==> config.mk <==
export PLATFORM = sky130hd
export DESIGN_NAME = pc_predict_unit_flat
export DESIGN_NICKNAME = d
export VERILOG_FILES = /design/src/rtl/pc_predict_unit_if.sv /design/src/rtl/pc_predict_unit.sv /design/src/flat_wrapper.sv
export SDC_FILE = /design/constraint.sdc
export NUM_CORES = 1
export LEC_CHECK = 0
export ABC_AREA = 1
export ABC_CLOCK_PERIOD_IN_PS = 2100
export CAP_MARGIN = 10
export CORE_ASPECT_RATIO = 2
export CORE_UTILIZATION = 25
export CTS_CLUSTER_DIAMETER = 40
export CTS_CLUSTER_SIZE = 28
export DETAILED_ROUTE_END_ITERATION = 8
export GPL_TIMING_DRIVEN = 0
export PLACE_DENSITY = 0.49
export SYNTH_ARGS = -nofsm -noshare
export SYNTH_HDL_FRONTEND = slang
export SYNTH_SLANG_ARGS = --single-unit
==> constraint.sdc <==
create_clock -name clk_in -period 2.1 [get_ports clk_in]
set_input_delay 0.42 -clock clk_in [delete_from_list [all_inputs] [get_ports clk_in]]
set_output_delay 0.42 -clock clk_in [all_outputs]
set_load 0.05 [all_outputs]
==> src/rtl/pc_predict_unit_if.sv <==
// Fetch-side bundle of the PC predictor: IF handshake, redirect request,
// branch-resolution update and the predicted fetch PC.
// master = the PC predictor, slave = the fetch/branch logic around it.
interface pc_predict_unit_if #(
  parameter int ADDR_WIDTH = 32
);
  logic                  if_ready_in;
  logic                  redirect_in;
  logic [ADDR_WIDTH-1:0] redirect_addr_in;
  logic                  bu_valid_in;
  logic [ADDR_WIDTH-1:0] bu_pc_in;
  logic [ADDR_WIDTH-1:0] bu_target_in;
  logic                  bu_taken_in;
  logic [ADDR_WIDTH-1:0] pc_out;
  logic                  pc_valid_out;
  logic                  pred_taken_out;
  logic [ADDR_WIDTH-1:0] pred_target_out;

  modport master (
    input  if_ready_in, redirect_in, redirect_addr_in,
           bu_valid_in, bu_pc_in, bu_target_in, bu_taken_in,
    output pc_out, pc_valid_out, pred_taken_out, pred_target_out
  );

  modport slave (
    output if_ready_in, redirect_in, redirect_addr_in,
           bu_valid_in, bu_pc_in, bu_target_in, bu_taken_in,
    input  pc_out, pc_valid_out, pred_taken_out, pred_target_out
  );
endinterface

==> src/rtl/pc_predict_unit.sv <==
// Fetch PC generator with priority redirect, redirect stretching across
// rdy_in-low periods, and an optional direct-mapped BTB with 2-bit counters.
// Optional BTB: define PC_PREDICT_BTB_EN to build it; without it the unit
// always predicts pc_out+4 and ignores branch updates.
module pc_predict_unit #(
  parameter int                    ADDR_WIDTH  = 32,
  parameter int                    BTB_ENTRIES = 16,
  parameter logic [ADDR_WIDTH-1:0] RESET_PC    = '0
) (
  input logic                  clk_in,
  input logic                  rst_in,
  input logic                  rdy_in,
  pc_predict_unit_if.master    bus
);

  localparam int IDX   = $clog2(BTB_ENTRIES);
  localparam int TAG_W = ADDR_WIDTH - IDX - 2;

  logic [ADDR_WIDTH-1:0] pc_q, pc_d;
  logic                  pc_valid_q, pc_valid_d;
  logic                  pend_q, pend_d;
  logic [ADDR_WIDTH-1:0] pend_addr_q, pend_addr_d;

  logic [ADDR_WIDTH-1:0] pc_plus4;
  logic [ADDR_WIDTH-1:0] redirect_aligned;
  logic                  accept;
  logic                  pred_taken;
  logic [ADDR_WIDTH-1:0] pred_target;

  assign pc_plus4         = pc_q + ADDR_WIDTH'(4);
  assign redirect_aligned = {bus.redirect_addr_in[ADDR_WIDTH-1:2], 2'b00};
  assign accept           = pc_valid_q & bus.if_ready_in & rdy_in;

  // Next fetch PC: live redirect > pending redirect > accept > hold
  always_comb begin
    pc_d        = pc_q;
    pc_valid_d  = pc_valid_q;
    pend_d      = pend_q;
    pend_addr_d = pend_addr_q;
    if (rdy_in) begin
      pc_valid_d = 1'b1;
      pend_d     = 1'b0;
      if (bus.redirect_in) begin
        pc_d = redirect_aligned;
      end else if (pend_q) begin
        pc_d = pend_addr_q;
      end else if (accept) begin
        pc_d = pred_target;
      end
    end else if (bus.redirect_in) begin
      // Stall: remember the most recent redirect until rdy_in returns
      pend_d      = 1'b1;
      pend_addr_d = redirect_aligned;
    end
  end

  // PC, valid and pending-redirect registers
  always_ff @(posedge clk_in or posedge rst_in) begin
    if (rst_in) begin
      pc_q        <= RESET_PC;
      pc_valid_q  <= 1'b0;
      pend_q      <= 1'b0;
      pend_addr_q <= '0;
    end else begin
      pc_q        <= pc_d;
      pc_valid_q  <= pc_valid_d;
      pend_q      <= pend_d;
      pend_addr_q <= pend_addr_d;
    end
  end

`ifdef PC_PREDICT_BTB_EN
  logic [BTB_ENTRIES-1:0]            btb_valid;
  logic [BTB_ENTRIES-1:0][TAG_W-1:0] btb_tag;
  logic [BTB_ENTRIES-1:0][ADDR_WIDTH-1:0] btb_tgt;
  logic [BTB_ENTRIES-1:0][1:0]       btb_cnt;

  logic [IDX-1:0]   lk_idx, bu_idx;
  logic [TAG_W-1:0] lk_tag, bu_tag;
  logic             lk_hit, bu_hit, bu_en;
  logic             unused_bits;

  assign lk_idx = pc_q[IDX+1:2];
  assign lk_tag = pc_q[ADDR_WIDTH-1:IDX+2];
  assign lk_hit = btb_valid[lk_idx] && (btb_tag[lk_idx] == lk_tag);

  // Lookup sees the registered entry, so a same-cycle update shows up next cycle
  assign pred_taken  = lk_hit & btb_cnt[lk_idx][1];
  assign pred_target = pred_taken ? btb_tgt[lk_idx] : pc_plus4;

  assign bu_idx = bus.bu_pc_in[IDX+1:2];
  assign bu_tag = bus.bu_pc_in[ADDR_WIDTH-1:IDX+2];
  assign bu_hit = btb_valid[bu_idx] && (btb_tag[bu_idx] == bu_tag);
  assign bu_en  = bus.bu_valid_in & rdy_in;

  assign unused_bits = ^{bus.redirect_addr_in[1:0], bus.bu_pc_in[1:0]};

  for (genvar gi = 0; gi < BTB_ENTRIES; gi++) begin : g_btb
    logic                  v_q, v_d;
    logic [TAG_W-1:0]      tag_q, tag_d;
    logic [ADDR_WIDTH-1:0] tgt_q, tgt_d;
    logic [1:0]            cnt_q, cnt_d;
    logic                  sel;

    assign sel = bu_en && (bu_idx == IDX'(gi));

    // Counter training on a hit, allocation on a taken miss
    always_comb begin
      v_d   = v_q;
      tag_d = tag_q;
      tgt_d = tgt_q;
      cnt_d = cnt_q;
      if (sel) begin
        if (bu_hit) begin
          if (bus.bu_taken_in) begin
            cnt_d = (cnt_q == 2'd3) ? 2'd3 : cnt_q + 2'd1;
            tgt_d = bus.bu_target_in;
          end else begin
            cnt_d = (cnt_q == 2'd0) ? 2'd0 : cnt_q - 2'd1;
          end
        end else if (bus.bu_taken_in) begin
          v_d   = 1'b1;
          tag_d = bu_tag;
          tgt_d = bus.bu_target_in;
          cnt_d = 2'd2;
        end
      end
    end

    // Entry storage; reset leaves every entry invalid and strongly not-taken
    always_ff @(posedge clk_in or posedge rst_in) begin
      if (rst_in) begin
        v_q   <= 1'b0;
        tag_q <= '0;
        tgt_q <= '0;
        cnt_q <= 2'd0;
      end else begin
        v_q   <= v_d;
        tag_q <= tag_d;
        tgt_q <= tgt_d;
        cnt_q <= cnt_d;
      end
    end

    assign btb_valid[gi] = v_q;
    assign btb_tag[gi]   = tag_q;
    assign btb_tgt[gi]   = tgt_q;
    assign btb_cnt[gi]   = cnt_q;
  end
`else
  logic unused_bits;

  assign pred_taken  = 1'b0;
  assign pred_target = pc_plus4;
  assign unused_bits = ^{bus.redirect_addr_in[1:0], bus.bu_valid_in, bus.bu_pc_in,
                         bus.bu_target_in, bus.bu_taken_in};
`endif

  assign bus.pc_out          = pc_q;
  assign bus.pc_valid_out    = pc_valid_q;
  assign bus.pred_taken_out  = pred_taken;
  assign bus.pred_target_out = pred_target;

endmodule

==> src/flat_wrapper.sv <==
// flat-port wrapper written by rule: the top's interface ports become plain ports
module pc_predict_unit_flat 
#(
  parameter int                    ADDR_WIDTH  = 32,
  parameter int                    BTB_ENTRIES = 16,
  parameter logic [ADDR_WIDTH-1:0] RESET_PC    = '0
)
  (clk_in, rst_in, rdy_in, bus_if_ready_in, bus_redirect_in, bus_redirect_addr_in, bus_bu_valid_in, bus_bu_pc_in, bus_bu_target_in, bus_bu_taken_in, bus_pc_out, bus_pc_valid_out, bus_pred_taken_out, bus_pred_target_out);
  pc_predict_unit_if #(.ADDR_WIDTH(ADDR_WIDTH)) bus_i ();
  input logic clk_in;
  input logic rst_in;
  input logic rdy_in;
  input wire logic [$bits(bus_i.if_ready_in)-1:0] bus_if_ready_in;
  input wire logic [$bits(bus_i.redirect_in)-1:0] bus_redirect_in;
  input wire logic [$bits(bus_i.redirect_addr_in)-1:0] bus_redirect_addr_in;
  input wire logic [$bits(bus_i.bu_valid_in)-1:0] bus_bu_valid_in;
  input wire logic [$bits(bus_i.bu_pc_in)-1:0] bus_bu_pc_in;
  input wire logic [$bits(bus_i.bu_target_in)-1:0] bus_bu_target_in;
  input wire logic [$bits(bus_i.bu_taken_in)-1:0] bus_bu_taken_in;
  output wire logic [$bits(bus_i.pc_out)-1:0] bus_pc_out;
  output wire logic [$bits(bus_i.pc_valid_out)-1:0] bus_pc_valid_out;
  output wire logic [$bits(bus_i.pred_taken_out)-1:0] bus_pred_taken_out;
  output wire logic [$bits(bus_i.pred_target_out)-1:0] bus_pred_target_out;
  assign bus_i.if_ready_in = bus_if_ready_in;
  assign bus_i.redirect_in = bus_redirect_in;
  assign bus_i.redirect_addr_in = bus_redirect_addr_in;
  assign bus_i.bu_valid_in = bus_bu_valid_in;
  assign bus_i.bu_pc_in = bus_bu_pc_in;
  assign bus_i.bu_target_in = bus_bu_target_in;
  assign bus_i.bu_taken_in = bus_bu_taken_in;
  assign bus_pc_out = bus_i.pc_out;
  assign bus_pc_valid_out = bus_i.pc_valid_out;
  assign bus_pred_taken_out = bus_i.pred_taken_out;
  assign bus_pred_target_out = bus_i.pred_target_out;
  pc_predict_unit #(.ADDR_WIDTH(ADDR_WIDTH), .BTB_ENTRIES(BTB_ENTRIES), .RESET_PC(RESET_PC)) u_core (.clk_in(clk_in), .rst_in(rst_in), .rdy_in(rdy_in), .bus(bus_i));
endmodule
==> results of run 1 <==
-- report_power, final --
group	switching, mW	internal (mW)	total (mW)	leakage (nW)
registers	0.220	1.39	1.61	0.696
clock network	0.573	0.981	1.55	0.144
logic	1.52	0.880	2.40	1.96
total	2.32	3.25	5.57	2.79
-- kinds of logic (layout without fill, tap and decap cells) --
family / count (synthesis) / count (layout) / share of synthesized area
multiplexers: 25 / 25 / 0.0710
AND/OR/NAND/NOR: 286 / 286 / 0.317
other: 1 / 5 / 0.000946
XOR/XNOR: 7 / 7 / 0.0155
adder cells (fa/ha/maj): 1 / 1 / 0.00316
AO/OA/AOI/OAI: 81 / 81 / 0.114
buffers and inverters: 71 / 217 / 0.0871
flip-flops: 62 / 62 / 0.391
-- cell usage after synthesis, types with 7 or more instances --
master	instances
a21oi_1	43
a22oi_1	9
buf_4	7
clkbuf_1	8
dfrtp_1	62
inv_1	44
mux2_2	25
nand2_1	137
nand3_1	31
nor2_1	92
o21ai_0	21
-- routing by layer --
| layer | GRT usage | up-vias | routed length, microns |
|---|---|---|---|
| met4 | 0.0857 | 0 | 409 |
| li1 | - | 2005 | - |
| met5 | 0 | - | 0 |
| met3 | 0.0241 | 20 | 511 |
| met1 | 0.197 | 2026 | 5570 |
| met2 | 0.359 | 113 | 8550 |
-- critical path, stage by stage (launching register included) --
cell and delay (ns):
dfrtp_2 0.43, clkinvlp_4 0.13, nor2_4 0.22, nand2_8 0.13
nor2_4 0.22, nand2_1 0.11, nand2_2 0.11, nand2_4 0.06
buf_8 0.15
-- layout make-up --
type                            instances  area [sq um]
Fill cell                            1577          9100
Multi-Input combinational cell        405          2510
Buffer                                 27           180
Timing Repair Buffer                  130          1270
Clock inverter                          5          57.6
Clock buffer                           11           253
Sequential cell                        62          1580
Tap cell                              198           248
Inverter                               44           171
-- state kept, by name, indices dropped and copies added, names as in the netlist --
signal,cells
u_core.bus.pc_out,30
u_core.bus.pc_valid_out,1
u_core.pend_addr_q,30
u_core.pend_q,1
-- worst min path at each step --
stage	from	endpoint	cells after the start
2_1_floorplan	u_core.pend_addr_q[10]	u_core.pend_addr_q[10]	2
3_3_place_gp	u_core.pend_addr_q[9]	u_core.pend_addr_q[9]	2
3_5_place_dp	u_core.pend_addr_q[7]	u_core.pend_addr_q[7]	2
4_1_cts	bus_redirect_in	u_core.pend_q	3
5_1_grt	bus_redirect_in	u_core.pend_q	3
6_report	bus_redirect_in	u_core.pend_q	3
-- through the flow --
stage / area (sq um) / power, mW / std cells / TNS, ns / hold WS (ns)
floorplan: 4180 / 3.02 / 538 / -0.687 / 0.453
global route: 6270 / 5.83 / 882 / -5.02 / 0.456
detailed placement: 5370 / 3.77 / 830 / -16.44 / 0.480
global placement: 5370 / 3.74 / 830 / -88.26 / 0.467
CTS: 5990 / 5.49 / 858 / -4.83 / 0.383
finish: 6270 / 5.57 / 882 / -3.45 / 0.386
-- timing repair --
action / in CTS / in global routing
resized for setup: 251 / 45
hold endpoints to repair: 0 / 0
endpoints found under the setup margin: 36 / 33
pin swaps: 31 / 17
buffers inserted: 12 / 24
==> results.yml, run 1 <==
run_status:
  outcome: "finished with violations"
  violations: "setup timing"
sta:
  finalHoldViolCount: 0
  min_period_over_period: 1.11
  finalWorstSetupSlack_ns: -0.225
  relSlewSlack: 0.443
  rsz0062_at_grt: "true"
  fin_skew_ns: 0.00993
  tightestPinTransition_ns: 0.836
  finalSetupViolCount: 27
  layout_min_cycle_time_ns: 2.33
  max_freq_ghz: 0.430
  slew_viol_final: 0
worst_setup_path:
  reg2regPathDepth: 11
  crit_start: "u_core.bus.pc_out[2]"
  crit_type: "reg -> out"
  cp-end-kind: "primary output"
  r2r_slack_ns: 0.21
  worst_setup_path_start_kind: "flip-flop"
  endpoint: "bus_pred_target_out[19]"
  cp.required_ns: 1.68
  arrival_ns: 1.91
  worstPathMaxFanout: 7
  r2r-start: "u_core.bus.pc_out[2]"
  worstReg2RegEnd: "u_core.bus.pc_out[12]"
floorplanning:
  fp-row-count: 64
  die_w_microns: 91.0
  chipHeight_microns: 180
  dieArea_sq_um: 16400
  initial_core_util: 0.258
  pin_count: 169
  coreArea_sq_um: 15400
cts:
  clock-root-buffer: "clkbuf_16"
  cts.sinks: 62
  cts_max_level: 3
  cts_hold_buffers: 0
  cts_tree: "built"
  clk_path_buf_depth: 2
  clk_latency_ns: 0.34
  path_clk_slew_ns: 0.06
  numCtsBuffers: 9
drt:
  vias_per_cell: 4.72
  route.final.wire_length_microns: 15000
  drc: 0
  wire_per_inst_microns: 17.1
  vias: 4164
  drt_iter0_markers: 146
  drtAntennaViolNets: 0
  firstDrtPassIters: 4
final_layout:
  nets: 783
  mostFrequentLayoutCell: "nand2_1"
  drive_gt1_frac: 0.361
  final_cell_mix: "nand2_1 (90), nor2_1 (87), clkdlybuf4s50_1 (52), buf_4 (47), a21oi_1 (43)"
  finish.utilization: 0.408
  synthToLayoutAreaGrowth_pct: 58.3
  antennaDiodeCount: 0
synth:
  avgSynthCellArea_sq_um: 7.42
  synth.area.top_cells: "dfrtp_1 (39%), nand2_1 (13%), nor2_1 (8.7%), mux2_2 (7.1%), a21oi_1 (5.4%)"
  synth_edf_count: 0
  syn-instance-count: 534
  synth_area_leader_cell: "dfrtp_1"
  synth_warnings: 0
  syn_area_sq_um: 3960
  yosysTopAreaCellShare: 0.391
  seq_area_frac_synth: 0.391
  ys_ff_latch: 62
  asyncSetResetFlopFracSynth: 1.00
  ys.flop_type: "dfrtp_1"
  synth_cell_types: 33
pwr:
  ir_drop_uv: 500
  power_density_nw_per_um2: 887
  leakage_nw: 2.79
global_route:
  grt-ovfl-total: 0
  grt_first_pass_wirelength_microns: 23300
  grt_max_degree: 63
  grt_pass1_vias: 4333
  grt.total_usage: 0.187
  antenna_found_initial: 0
placed_design:
  io_buffers: 94
  place_ws_ns: -0.634
  gp_congestion: 0.865
  dpl.hpwl_microns: 11300
worst_hold_path:
  hp-class: "in -> reg"
flow_run:
  cap_violations: 0
Power figures use the tool's default switching activity.
==> run 2, diff against run 1 <==
--- a/config.mk
+++ b/config.mk
@@ -10,7 +10,6 @@
 export CAP_MARGIN = 10
 export CORE_ASPECT_RATIO = 2
 export CORE_UTILIZATION = 25
-export CTS_CLUSTER_DIAMETER = 40
 export CTS_CLUSTER_SIZE = 28
 export DETAILED_ROUTE_END_ITERATION = 8
 export GPL_TIMING_DRIVEN = 0
==> results of run 2 <==
Final layout, timing and power as in run 1 (identical DEF).
==> run 3, diff against run 2 <==
--- a/config.mk
+++ b/config.mk
@@ -5,7 +5,6 @@
 export SDC_FILE = /design/constraint.sdc
 export NUM_CORES = 1
 export LEC_CHECK = 0
-export ABC_AREA = 1
 export ABC_CLOCK_PERIOD_IN_PS = 2100
 export CAP_MARGIN = 10
 export CORE_ASPECT_RATIO = 2
@@ -13,7 +12,7 @@
 export CTS_CLUSTER_SIZE = 28
 export DETAILED_ROUTE_END_ITERATION = 8
 export GPL_TIMING_DRIVEN = 0
-export PLACE_DENSITY = 0.49
+export PLACE_DENSITY = 0.5
 export SYNTH_ARGS = -nofsm -noshare
 export SYNTH_HDL_FRONTEND = slang
 export SYNTH_SLANG_ARGS = --single-unit
==> run 3 against run 2 <==
Against the previous run:
- combinational power is 2% higher
- register-to-register slack worse by 0.19 ns
- clock skew is 0.0036 ns lower
- largest cell class unchanged
- global-route usage is 1.2 points higher
- die area is 4.6% lower
- synthesized cell count is 29% lower
- wire length is 0.86% higher
- sequential power hardly changed
- fmax is 9.8% lower
- non-clock buffer count is 44 higher
- the run still ends with setup timing left
- critical path depth stayed put
==> results.yml, run 3 <==
sta:
  min_period_over_period: 1.23
  layout_min_cycle_time_ns: 2.58
  finalSetupViolCount: 25
  tightestPinTransition_ns: 0.858
  finalHoldViolCount: 0
  fin_skew_ns: 0.00630
  slew_viol_final: 0
  max_freq_ghz: 0.388
  timing.hold.ws_ns: 0.500
  rsz0062_at_grt: "true"
  relSlewSlack: 0.428
  finalWorstSetupSlack_ns: -0.477
drt:
  drtAntennaViolNets: 0
  route.final.wire_length_microns: 15200
  wire_per_inst_microns: 19.8
  vias: 3867
  drc: 0
  vias_per_cell: 5.04
  firstDrtPassIters: 4
  drt_iter0_markers: 270
placed_design:
  gp_congestion: 0.797
  dp_cells: 674
  place_area_sq_um: 5410
  io_buffers: 94
  dpl.hpwl_microns: 10300
global_route:
  use_met3: 0.0287
  grt.total_usage: 0.199
  grt_pass1_vias: 3929
  met2_usage: 0.360
  busiest_layer: "met2"
  grtUsageMet1: 0.210
  grt_max_degree: 63
  antenna_found_initial: 0
  grt-ovfl-total: 0
  grt_first_pass_wirelength_microns: 22400
final_layout:
  nets: 671
  synthToLayoutAreaGrowth_pct: 76.3
  instances_no_fill: 767
  fin_area_sq_um: 6660
  drive_gt1_frac: 0.472
  final_cell_mix: "buf_4 (65), buf_6 (49), clkdlybuf4s50_1 (44), dfrtp_1 (37), mux2_2 (30)"
  antennaDiodeCount: 0
  mostFrequentLayoutCell: "buf_4"
synth:
  synth_edf_count: 0
  yosysTopAreaCellShare: 0.411
  syn_area_sq_um: 3780
  synth_area_leader_cell: "dfrtp_1"
  seq_area_frac_synth: 0.411
  ys_ff_latch: 62
  avgSynthCellArea_sq_um: 9.92
  synth_warnings: 0
  ys_top_cells_by_count: "dfrtp_1 (62), mux2_2 (30), o21ai_0 (25)"
  asyncSetResetFlopFracSynth: 1.00
  synth_cell_types: 57
  synth.most_common_cell: "dfrtp_1"
  synth.area.top_cells: "dfrtp_1 (41%), mux2_2 (8.9%), xnor2_1 (4.2%), o21ai_0 (3.3%), a21oi_1 (3.2%)"
  syn-instance-count: 381
  ys.flop_type: "dfrtp_1"
cts:
  numCtsBuffers: 9
  clock-root-buffer: "clkbuf_16"
  path_clk_slew_ns: 0.06
  cts_tree: "built"
  cts.sinks: 62
  clk_path_buf_depth: 2
  clk_latency_ns: 0.34
  cts_max_level: 3
  cts_hold_buffers: 0
flow_run:
  cap_violations: 0
worst_setup_path:
  critPathBufInv: 3
  worstPathMaxFanout: 8
  cp-end-kind: "primary output"
  r2r_slack_ns: 0.02
  worst_setup_path_start_kind: "flip-flop"
  cp.required_ns: 1.68
  arrival_ns: 2.16
  path_delay_family: "simple AND/OR/NAND/NOR gates"
  critPathSlowestCell: "dfrtp_2"
  cp_slowest_stage_delay_ns: 0.41
  path_cells: "ha_4 -> and4_4 -> nand4_4 -> buf_12 -> nor4_4 -> buf_4 -> xor2_4 -> buf_6"
  crit_type: "reg -> out"
floorplanning:
  dieArea_sq_um: 15600
  die_w_microns: 88.9
  coreArea_sq_um: 14800
  chipHeight_microns: 176
  pin_count: 169
  fp-row-count: 63
  initial_core_util: 0.255
worst_hold_path:
  hp-class: "reg -> reg"
pwr:
  ir_drop_uv: 460
  power.total_mw: 5.79
  power_density_nw_per_um2: 869
  leakage_nw: 2.98
run_status:
  violations: "setup timing"
  outcome: "finished with violations"
run 3: changes by cell type after synthesis, moves of 7 or more:
cell,before,now
and4_1,0,7
o22ai_1,1,10
nor2_1,92,24
a21oi_1,43,24
xnor2_1,1,18
nand3_1,31,11
nand2_1,137,23
mux2i_1,0,9
inv_1,44,11
nand4_1,1,9
run 3: path summary, 6_finish.rpt:
path / depth (start not counted) / endpoint / startpoint
min: 1 / u_core.pend_addr_q[25] / u_core.pend_addr_q[25]
min reg2reg: 1 / u_core.pend_addr_q[25] / u_core.pend_addr_q[25]
max in group asynchronous: 2 / u_core.bus.pc_out[22] / rst_in
max reg2reg: 11 / u_core.bus.pc_out[26] / u_core.bus.pc_out[2]
max: 8 / bus_pred_target_out[24] / u_core.bus.pc_out[2]
min in group asynchronous: 2 / u_core.bus.pc_out[2] / rst_in
run 3: repair_timing:
| item | CTS | global route |
|---|---|---|
| buffers inserted | 53 | 30 |
| resized for setup | 243 | 54 |
| pin swaps | 25 | 30 |
| endpoints found under the setup margin | 81 | 58 |
| cloned | 0 | 0 |
run 3: cells by family after synthesis:
group | synth area share
adders and majority gates | 0.00331
buffers and inverters | 0.0636
AOI/OAI and AO/OA | 0.176
other | 0.000992
DFF | 0.411
and+or+nand+nor | 0.172
muxes | 0.113
xor gates and xnor gates | 0.0603
run 3: metal layers:
layer | part of all wire | vias to the layer above
li1 | - | 1769
met1 | 0.36 | 1938
met2 | 0.56 | 124
met3 | 0.037 | 36
met4 | 0.045 | 0
met5 | 0 | -
run 3: report_power, final:
group	leakage [nW]	total, mW	switching, mW	internal [mW]
logic	2.11	2.45	1.46	0.984
registers	0.707	1.63	0.231	1.40
clock network	0.166	1.71	0.579	1.14
run 3: area by class of cell:
type / count / area [sq um]
buffer: 26 / 194
clock buffer: 13 / 270
clock inverter: 3 / 65.1
fill: 1472 / 8160
inverter: 12 / 48.8
multi-input combinational: 281 / 2570
sequential: 62 / 1580
tap: 195 / 244
timing repair buffer: 175 / 1690
run 3: metrics by stage:
step / TNS [ns] / util / setup WS, ns
2_1_floorplan: -4.32 / - / -0.456
3_3_place_gp: -123.29 / 0.365 / -1.40
3_5_place_dp: -44.04 / 0.365 / -1.17
4_1_cts: -7.96 / 0.425 / -0.606
5_1_grt: -9.12 / 0.450 / -0.556
6_report: -7.87 / 0.450 / -0.477
==> patch 1, RTL diff (flow settings as in run 2) <==
Take the reset off `pend_addr_q` and load it in a clocked block of its own.
--- a/src/rtl/pc_predict_unit.sv
+++ b/src/rtl/pc_predict_unit.sv
@@ -62,3 +62,2 @@
       pend_q      <= 1'b0;
-      pend_addr_q <= '0;
     end else begin
@@ -67,4 +66,7 @@
       pend_q      <= pend_d;
-      pend_addr_q <= pend_addr_d;
     end
+  end
+
+  always_ff @(posedge clk_in) begin
+    pend_addr_q <= pend_addr_d;
   end
Formal check against the unedited RTL: no difference found for any inputs over 4 cycles, from zero or initial values and one cycle with rst_in high; that may be too few to reach the edited logic, so the function may still have changed.
==> patch 1 against run 2 <==
- the flow still finishes with violations (setup timing)
- cell count fell by 7.5%
- wire length fell by 6.5%
- sequential cell count did not move
- area after synthesis fell by 5.5%
- die area fell by 5.4%
- first-iteration DRC count fell by 14%
- largest power group unchanged
- global-route usage rose by 0.13 points
- power fell by 3.6%
- clock power rose by 4%
- setup slack got worse by 8.4 ps
- design area fell by 6.2%
- critical path depth rose by 1
==> patch 1: results (changes against run 2) <==
metric,value,unit,change
status,"finished, violations left",,
violations,setup timing,,
place_inst,782,,-5.8%
synthAdderAreaFrac,0.003339,,+0.0001823
syn_inst,487,,-8.8%
dr.pass1.iters,4,,unchanged
drt-wirelength-per-cell,17.23,um,+1.0%
diodes,0,,unchanged
synth_edf_count,30,,+30
grt_max_degree,33,,-48%
multi_input_area,2092,um2,-17%
taps,195,,-1.5%
drtIter0Drc,126,,-14%
pre_cts_slack,-659.0,ps,-25.31 ps
cts_buffer_depth,2,,unchanged
bufAreaShareNonClock,0.2311,,about the same
nonClockInverterCount,39,,-11%
multi_input_cells,368,,-9.1%
grt_pass1_wl,20.98,mm,-10%
p_sw,0.002146,W,-7.4%
finalSetupTns,-3683,ps,-230.4 ps
synth_commonest_cells,"nand2_1, nor2_1, a21oi_1, inv_1, nand3_1",,
ys_top_cells_by_area,"edfxtp_1, dfrtp_1, nand2_1",,
final_area,5884,um2,-6.2%
vdd_ir_drop_max,0.6014,mV,+20%
setup_viol,26,,-3.7%
grt_pass1_vias,3870,,-11%
worstPathMaxFanout,6,,-1
clock_power,0.00161,W,+4%
drive_gt1_frac,0.2979,,-0.06320
placed_cell_area,5125,um2,-4.6%
path_delay_family,simple AND/OR/NAND/NOR gates,,
synth.distinct_cells,36,,+9.1%
vias_per_cell,4.717,,about the same
skew,6.712,ps,-3.218 ps
place_hpwl,10.77,mm,-4.7%
track_usage,0.1883,,+0.001328
gp_congestion,0.9240,,+6.9%
vias,3849,,-7.6%
synthArstFlopShare,0.5161,,-0.4839
fill_cells,1540,,-2.3%
seq_cell_count,62,,unchanged
n_all_buffers,136,,-13%
nNetsFinal,720,,-8.0%
hp-class,flip-flop to flip-flop,,
synth-xor-area-share,0.01636,,+0.0008934
synth_compound_area_frac,0.1202,,+0.005933
yosysSeqAreaShare,0.4541,,+0.06268
regArea,1722,um2,+9.0%
max_slew_margin,0.4519,,+0.009097
clock_buffers,12,,+1
muxShareOfSynthArea,0,,-0.07102
power.internal,0.003224,W,-0.79%
power_leakage,2.492,nW,-11%
fin_ws,-233.6,ps,-8.415 ps
clkCellAreaFrac,0.05380,,+0.004344
[patch 1: final timing paths]
path                                           endpoint               startpoint  cells past startpoint  slack (ps)
worst min-delay path            u_core.bus.pc_valid_out  u_core.bus.pc_valid_out                      1         510
max in group asynchronous         u_core.bus.pc_out[13]                   rst_in                      2         950
worst min register to register  u_core.bus.pc_valid_out  u_core.bus.pc_valid_out                      1         510
worst max register to register    u_core.bus.pc_out[13]     u_core.bus.pc_out[2]                     10         320
worst max-delay path            bus_pred_target_out[26]     u_core.bus.pc_out[2]                      9        -230
min in group asynchronous          u_core.bus.pc_out[4]                   rst_in                      2         570
[patch 1: layer usage]
layer  wire [um]  up-vias  share of wire  track usage
met1        4907     1869           0.35       0.1870
met2        8051      121           0.57       0.3590
met4         514        0          0.037      0.08938
met3         588       32          0.042      0.03401
li1            -     1827              -            -
met5           0        -              0            0
[patch 1: repair_timing]
action,in CTS,in global routing
setup endpoints to repair,35,27
cloned,0,0
setup buffers,11,8
gates resized for setup,246,35
pin swaps,14,16
==> patch 2, RTL diff (config.mk and constraints of run 2) <==
Made on the original files. `ADDR_WIDTH` is set to 32 in 3 places; all go to 64.
--- a/src/rtl/pc_predict_unit_if.sv
+++ b/src/rtl/pc_predict_unit_if.sv
@@ -4,3 +4,3 @@
 interface pc_predict_unit_if #(
-  parameter int ADDR_WIDTH = 32
+  parameter int ADDR_WIDTH = 64
 );
--- a/src/rtl/pc_predict_unit.sv
+++ b/src/rtl/pc_predict_unit.sv
@@ -5,3 +5,3 @@
 module pc_predict_unit #(
-  parameter int                    ADDR_WIDTH  = 32,
+  parameter int                    ADDR_WIDTH  = 64,
   parameter int                    BTB_ENTRIES = 16,
--- a/src/flat_wrapper.sv
+++ b/src/flat_wrapper.sv
@@ -3,3 +3,3 @@
 #(
-  parameter int                    ADDR_WIDTH  = 32,
+  parameter int                    ADDR_WIDTH  = 64,
   parameter int                    BTB_ENTRIES = 16,
Ports: changed (5 resized); port bits go from 169 to 329. No check against the original RTL was run, so the function may have changed too.
==> patch 2 against run 2 <==
- the flow still finishes with violations (setup timing)
- area after synthesis up 110%
- sequential power up 100%
- count of clock-buffer cells in the layout up 15
- power up 110%
- design area up 130%
- setup slack worse by 420 ps
- sequential cell count up 64
- worst hold slack worse by 36 ps
- critical path type unchanged
- wire length rose to 2.7 times the old value
==> patch 2: results (changes against run 2) <==
metric,value,unit,change
muxShareOfSynthArea,0.08160,,+0.01058
p_comb,0.00533,W,+120%
met1_length,15.33,mm,+170%
fin_ws,-644.2,ps,-419.0 ps
met2_length,21.21,mm,+150%
synth-xor-area-share,0.03658,,+0.02111
timing.rr.end,u_core.bus.pc_out[51],,
grt_pass1_vias,9349,,+120%
drive_gt1_frac,0.4113,,+0.05022
fin_crit,2744,ps,+419.0 ps
switching_share,0.4250,,+0.008767
arrival,2320,ps,+410 ps
p_seq,0.00330,W,+100%
synth.distinct_cells,35,,+6.1%
use_met3,0.03763,,+0.01358
ys_top_cells_by_area,"dfrtp_1, nor2_1, nand2_1",,
post_cts_resized,738,,+190%
setup_viol,61,,+130%
status,"finished, violations left",,
grt_pass1_wl,59.54,mm,+160%
synth_commonest_cells,"nor2_1, nand2_1, dfrtp_1, a21oi_1, inv_1",,
violations,setup timing,,
max_slew_margin,0.2885,,-0.1543
track_usage,0.2549,,+0.06784
h-tree-depth,4,,+1
## patch 2: changes by cell type after synthesis, sizes merged, moves of 7 or more
cell / delta
clkbuf: +21
nor2: +165
o21bai: +7
dfrtp: +64
o21ai: +25
xnor2: +8
nand3: +14
xor2: +13
inv: +32
o211ai: +7
a21oi: +66
mux2: +34
nand2: +127
nand4: +11
## patch 2: metrics by stage
stage	hold WS [ps]	TNS, ps	worst slack, ps	util
detailed placement	477.4	-87170	-1051	0.3517
global route	357.7	-31470	-708.6	0.4467
CTS	317.7	-26580	-688.2	0.4321
global placement	466.9	-252620	-1502	0.3499
finish	350.4	-27200	-644.2	0.4467
floorplan	453.3	-6442	-300.8	-
## patch 2: layout make-up
type	instances	area [um2]
buffer	51	229.0
sequential	126	3219
inverter	77	301.5
clock inverter	6	105.1
fill	3203	17770
timing repair buffer	335	3410
tap	427	534.3
clock buffer	26	509.2
multi-input combinational	879	6040
